===== src/rtl/mem_arbiter_pkg.sv =====
// -----------------------------------------------------------------------------
// mem_arbiter_pkg
// Shared constants and types for the two-port memory arbiter.
//   NUM_PORTS : number of requesting ports (0 = fetch, 1 = data)
//   ADDR_W    : memory address width
//   DATA_W    : memory data width
//   state_t   : access-stage state (IDLE = nothing in flight, BUSY = driving memory)
// -----------------------------------------------------------------------------
package mem_arbiter_pkg;

    localparam int NUM_PORTS = 2;
    localparam int ADDR_W    = 8;
    localparam int DATA_W    = 8;

    typedef enum logic {
        ST_IDLE = 1'b0,
        ST_BUSY = 1'b1
    } state_t;

endpackage


===== src/rtl/mem_arbiter_rr_arbiter2.sv =====
// -----------------------------------------------------------------------------
// rr_arbiter2
// Two-way round-robin arbiter with its priority register.
//   clk    : system clock
//   rst_n  : asynchronous active-low reset (priority returns to port 0)
//   i_req  : request vector, bit N = port N
//   o_gnt  : one-hot (or zero) combinational grant vector, forced 0 in reset
// A granted request is always accepted, so priority moves to the other port
// whenever a grant is issued.
// -----------------------------------------------------------------------------
module rr_arbiter2
    import mem_arbiter_pkg::*;
(
    input  logic                 clk,
    input  logic                 rst_n,
    input  logic [NUM_PORTS-1:0] i_req,
    output logic [NUM_PORTS-1:0] o_gnt
);

    // r_prio = 0 means port 0 wins a tie, 1 means port 1 wins a tie.
    logic                 r_prio;
    logic [NUM_PORTS-1:0] w_gnt;

    // Grant selection. A lone requester always wins; priority only matters
    // when both ports ask. Grants are held off while reset is asserted so
    // nothing can be accepted until the first edge with rst_n high.
    always_comb begin
        w_gnt = '0;
        if (rst_n) begin
            if (i_req[0] && (!i_req[1] || !r_prio)) begin
                w_gnt[0] = 1'b1;
            end else if (i_req[1]) begin
                w_gnt[1] = 1'b1;
            end
        end
    end

    // Priority hands over to the port that did not just win.
    always_ff @(posedge clk or negedge rst_n) begin
        if (!rst_n) begin
            r_prio <= 1'b0;
        end else if (w_gnt[0]) begin
            r_prio <= 1'b1;
        end else if (w_gnt[1]) begin
            r_prio <= 1'b0;
        end
    end

    assign o_gnt = w_gnt;

endmodule


===== src/rtl/mem_arbiter.sv =====
// -----------------------------------------------------------------------------
// mem_arbiter
// Two-port memory arbiter with a two-stage pipeline: an accept stage that
// arbitrates and latches one request per cycle, and an access stage that
// drives the memory for one cycle and then reports completion.
//   clk, rst_n              : clock, asynchronous active-low reset
//   req0/1, we0/1           : request valid and write enable per port
//   addr0/1, wdata0/1       : request address and write data per port
//   gnt0/1                  : combinational accept (transfer on req & gnt)
//   done0/1                 : one-cycle completion pulse per port
//   rdata0/1                : last read result per port
//   mem_read, mem_write     : memory strobes (access stage)
//   access_addr, write_data : memory address and write data (access stage)
//   read_data               : combinational memory read data
// -----------------------------------------------------------------------------
module mem_arbiter
    import mem_arbiter_pkg::*;
(
    input  logic              clk,
    input  logic              rst_n,
    input  logic              req0,
    input  logic              req1,
    input  logic              we0,
    input  logic              we1,
    input  logic [ADDR_W-1:0] addr0,
    input  logic [ADDR_W-1:0] addr1,
    input  logic [DATA_W-1:0] wdata0,
    input  logic [DATA_W-1:0] wdata1,
    output logic              gnt0,
    output logic              gnt1,
    output logic              done0,
    output logic              done1,
    output logic [DATA_W-1:0] rdata0,
    output logic [DATA_W-1:0] rdata1,
    output logic              mem_read,
    output logic              mem_write,
    output logic [ADDR_W-1:0] access_addr,
    output logic [DATA_W-1:0] write_data,
    input  logic [DATA_W-1:0] read_data
);

    logic [NUM_PORTS-1:0] w_req;
    logic [NUM_PORTS-1:0] w_gnt;
    logic                 w_accept;
    logic                 w_busy;

    state_t r_state;
    state_t w_nextState;

    // Access-stage copy of the accepted request.
    logic              r_port;
    logic              r_we;
    logic [ADDR_W-1:0] r_addr;
    logic [DATA_W-1:0] r_wdata;

    logic              r_done0;
    logic              r_done1;
    logic [DATA_W-1:0] r_rdata0;
    logic [DATA_W-1:0] r_rdata1;

    assign w_req = {req1, req0};

    rr_arbiter2 u_rr_arbiter2 (
        .clk   (clk),
        .rst_n (rst_n),
        .i_req (w_req),
        .o_gnt (w_gnt)
    );

    assign gnt0     = w_gnt[0];
    assign gnt1     = w_gnt[1];
    assign w_accept = |w_gnt;

    // Access-stage state register.
    always_ff @(posedge clk or negedge rst_n) begin
        if (!rst_n) begin
            r_state <= ST_IDLE;
        end else begin
            r_state <= w_nextState;
        end
    end

    // An accept always fills the access stage for the next cycle, whether or
    // not it is currently busy; without an accept the stage drains.
    always_comb begin
        w_nextState = ST_IDLE;
        case (r_state)
            ST_IDLE: w_nextState = w_accept ? ST_BUSY : ST_IDLE;
            ST_BUSY: w_nextState = w_accept ? ST_BUSY : ST_IDLE;
            default: w_nextState = ST_IDLE;
        endcase
    end

    // Requester inputs are captured only on the accept edge.
    always_ff @(posedge clk or negedge rst_n) begin
        if (!rst_n) begin
            r_port  <= 1'b0;
            r_we    <= 1'b0;
            r_addr  <= '0;
            r_wdata <= '0;
        end else if (w_accept) begin
            r_port  <= w_gnt[1];
            r_we    <= w_gnt[1] ? we1    : we0;
            r_addr  <= w_gnt[1] ? addr1  : addr0;
            r_wdata <= w_gnt[1] ? wdata1 : wdata0;
        end
    end

    // Memory drive comes straight from the state register, so an async
    // reset drops the strobes immediately and an in-flight write never lands.
    assign w_busy      = (r_state == ST_BUSY);
    assign mem_read    = w_busy & ~r_we;
    assign mem_write   = w_busy &  r_we;
    assign access_addr = w_busy ? r_addr  : '0;
    assign write_data  = w_busy ? r_wdata : '0;

    // Completion: the edge ending the access cycle raises done for the
    // owning port and, for reads, captures the memory data.
    always_ff @(posedge clk or negedge rst_n) begin
        if (!rst_n) begin
            r_done0  <= 1'b0;
            r_done1  <= 1'b0;
            r_rdata0 <= '0;
            r_rdata1 <= '0;
        end else begin
            r_done0 <= w_busy & ~r_port;
            r_done1 <= w_busy &  r_port;
            if (w_busy && !r_we && !r_port) begin
                r_rdata0 <= read_data;
            end
            if (w_busy && !r_we && r_port) begin
                r_rdata1 <= read_data;
            end
        end
    end

    assign done0  = r_done0;
    assign done1  = r_done1;
    assign rdata0 = r_rdata0;
    assign rdata1 = r_rdata1;

endmodule

===== config.mk =====
export PLATFORM = sky130hd
export DESIGN_NAME = mem_arbiter
export DESIGN_NICKNAME = d
export VERILOG_FILES = /design/src/rtl/mem_arbiter_pkg.sv /design/src/rtl/mem_arbiter_rr_arbiter2.sv /design/src/rtl/mem_arbiter.sv
export SDC_FILE = /design/constraint.sdc
export NUM_CORES = 1
export LEC_CHECK = 0
export ABC_AREA = 1
export BUFFER_PORTS_ARGS = -buffer_cell sky130_fd_sc_hd__buf_2
export CORE_MARGIN = 2
export CORE_UTILIZATION = 40
export DETAILED_ROUTE_END_ITERATION = 10
export GPL_ROUTABILITY_DRIVEN = 0
export HOLD_SLACK_MARGIN = 0.05
export PLACE_DENSITY = 0.69
export SLEW_MARGIN = 40
export SYNTH_ARGS = -nofsm -noshare
export SYNTH_HDL_FRONTEND = slang
export SYNTH_SLANG_ARGS = --single-unit
export TNS_END_PERCENT = 1

===== constraint.sdc =====
create_clock -name clk -period 2.3 [get_ports clk]
set_input_delay 0.46 -clock clk [delete_from_list [all_inputs] [get_ports clk]]
set_output_delay 0.46 -clock clk [all_outputs]
set_load 0.02 [all_outputs]

==> results by group <==
Run status
  • Status: completed

Timing
  • Setup violators final: 0
  • Hold Fails Final Rpt: 0
  • Max Slew Vio Count: 0
  • Worst Skew: 0.00793 ns
  • Fin crit share: 0.848
  • Worst-Margin Slew: ~0.65 ns
  • Slew HR: 0.570
  • Sum Neg Setup Slack: 0 ns
  • Max Freq: just over 500 MHz
  • RSZ-0062 raised after global routing: no
  • Crit path time final: 1.95 ns

Critical path
  • Setup crit end kind: primary output
  • R2R Path Start: r_state
  • Worst Reg-to-Reg Cells: 5
  • Critical Path Fanout Max: 19
  • CP Cell Sequence: inv_2 -> nor2_1 -> buf_2
  • Crit path launch type: flop
  • Critical path origin: r_state
  • Setup CP Type: flop to primary output
  • Required time of the worst setup path: around 1.8 ns
  • Critical Path Slowest Stage Cell: dfrtp_1
  • CP peak stage delay: 0.76 ns
  • Crit path DAT: between 1 and 1.5 ns

Final layout
  • Layout area overhead: 26.3%
  • Non-filler instance count after layout: approximately 410
  • Fin nets: 390
  • Fraction of layout instances using a drive strength above 1: 0.328
  • # diodes: 0

Global routing
  • Initial antenna violation count: 0
  • All-Layer GR Usage: 0.162
  • Total grt overflow: 0
  • Largest net degree at the start of global routing: 39
  • Number of global-route vias before repair: between 1500 and 2000
  • First-pass GRT wire length: between 6000 and 7000 um

Clocking
  • Post-cts sizing count: 0
  • Worst skew pair latency: slightly below 0.3 ns
  • Post-CTS Hold Fix Bufs: 0
  • Inserted Clock Buffers: 5
  • Postcts setup bufs: 0
  • Number of H-tree levels: 2
  • Clk sinks: 38
  • CTS tree: built
  • Worst-case clock buffer depth: 2
  • Root Buffer: clkbuf_8
  • Worst-path clk slew: 0.08 ns

Detailed routing
  • Initial drt markers: 70
  • # DRC: 0
  • WL/cell: about 11 um
  • Initial DRT Pass Iterations: 4
  • Via Count: around 1800
  • Final WL: roughly 4400 um
  • Antenna Nets Post-Route: 0
  • Via density: roughly 4.3

Floorplan
  • Top-level I/O count: 84
  • Core area: approximately 4800 um^2
  • Die Ht: 74.4 um
  • Chip width: roughly 74 um
  • Die area: between 5000 and 6000 um^2
  • Initial Utilization: 0.417
  • Row cnt: 25

Logic synthesis
  • Most frequent cell after synthesis: nand2_1
  • Syn_area_per_cell: 7.57 um^2
  • Post-synthesis net count: between 300 and 400
  • Async S/R FF share, synth: 1.00
  • Largest cells by area after synthesis: dfrtp_1 (48%), nand2_1 (17%), inv_1 (12%)
  • EDFF count, synth: 0
  • Synth warn: 0
  • Cell area after synthesis: between 1500 and 2000 um^2
  • Seq/Total Area, Yosys: 0.479
  • Netlist cell types: 18
  • Post-synth top flop: dfrtp_1
  • Post-synth top area cell: dfrtp_1
  • Synth top cells by count: nand2_1 (89), inv_1 (62), dfrtp_1 (38), nand3_1 (34)
  • Top-area cell type share of the netlist area: 0.479
  • Yosys reg bits: 38
  • Cell count after synthesis: between 200 and 300

Power and ir drop
  • Cell-internal power: between 1 and 1.5 mW
  • Switching power: 0.781 mW
  • Clock power share: 0.224
  • P per Cell Area: 841 nW/um^2
  • Total power: between 2 and 2.5 mW
  • Max VDD drop: 0.264 mV
  • Sw Ratio: 0.371
  • Lkg Pwr: 1.66 nW
  • Combinational share of power: 0.334
  • Seq pwr share: 0.442

Flow run
  • Max cap viols: 0

Place
  • HPWL Detailed: between 3000 and 4000 um
  • Placed cell count: just over 400
  • Number of port buffers: 83

Hold path
  • Hold Path Class: primary input to asynchronous set/reset pin
-- routing by layer --
metal  vias up  GRT usage  wire (um)
li1        929          -          -
met1       783      0.198       1960
met2        67      0.263       1990
met3         6     0.0528        361
met4         0     0.0675         68
met5         -          0          0
-- power groups by stage --
stage          clock, mW  combinational [mW]  sequential, mW
4_1_cts            0.491               0.713           0.931
3_3_place_gp           0               0.701           0.939
5_1_grt            0.524               0.782           0.952
3_5_place_dp           0               0.712           0.942
2_1_floorplan          0               0.337            1.07
6_report           0.473               0.703           0.932
-- worst max-delay path: cells and delay by family, from the launching register on --
| kind | cells | cell delay, ns |
|---|---|---|
| AND/OR/NAND/NOR | 1 | 0.15 |
| flip-flops | 1 | 0.76 |
| buffers and inverters | 2 | 0.30 |
-- kinds of logic after synthesis --
logic type             Yosys count  synth area share
AND/OR/NAND/NOR                133             0.296
AO/OA/AOI/OAI                   16            0.0555
flip-flops                      38             0.479
buffers and inverters           75             0.169
-- layout make-up --
cell class / count / area, um^2
inverter: 66 / 255
clock buffer: 6 / 82.6
sequential: 38 / 951
timing repair buffer: 84 / 423
clock inverter: 2 / 12.5
multi-input combinational: 149 / 698
fill: 499 / 2250
tap: 67 / 83.8
-- sequential cells by signal (all words and copies together) (netlist names) --
register,count
u_rr_arbiter2.r_prio,1
done1,1
r_port,1
r_wdata,8
r_addr,8
rdata0,8
r_state,1
r_we,1
rdata1,8
done0,1
-- final timing paths --
kind | endpoint | slack [ns]
worst max-delay path | mem_read | 0.35
worst min-delay path | rdata0[0] | 0.29
worst max register to register | rdata0[3] | 0.75
worst min register to register | rdata0[4] | 0.48
max in group asynchronous | rdata1[1] | 1.66
min in group clk | rdata0[1] | 0.43
-- cells in the final DEF, fill, tap and decap left out, types with 2 or more instances in the layout --
| cell | n |
|---|---|
| o21ai_1 | 8 |
| inv_2 | 2 |
| nand2_2 | 4 |
| nand2_1 | 89 |
| dfrtp_1 | 38 |
| buf_2 | 83 |
| inv_1 | 62 |
| nand3_1 | 34 |
| clkbuf_8 | 6 |
| o21ai_2 | 8 |
| nand2_4 | 3 |
-- metrics by stage --
stage / hold WS [ns] / worst slack, ns / cell area [um^2] / util
5_1_grt: 0.327 / 0.245 / 2510 / 0.527
4_1_cts: 0.305 / 0.331 / 2510 / 0.527
2_1_floorplan: 0.164 / 0.834 / 1980 / -
3_3_place_gp: 0.461 / 0.547 / 2410 / 0.507
6_report: 0.286 / 0.349 / 2510 / 0.527
3_5_place_dp: 0.462 / 0.551 / 2410 / 0.507
No activity file was read; power rests on OpenSTA's default activity.
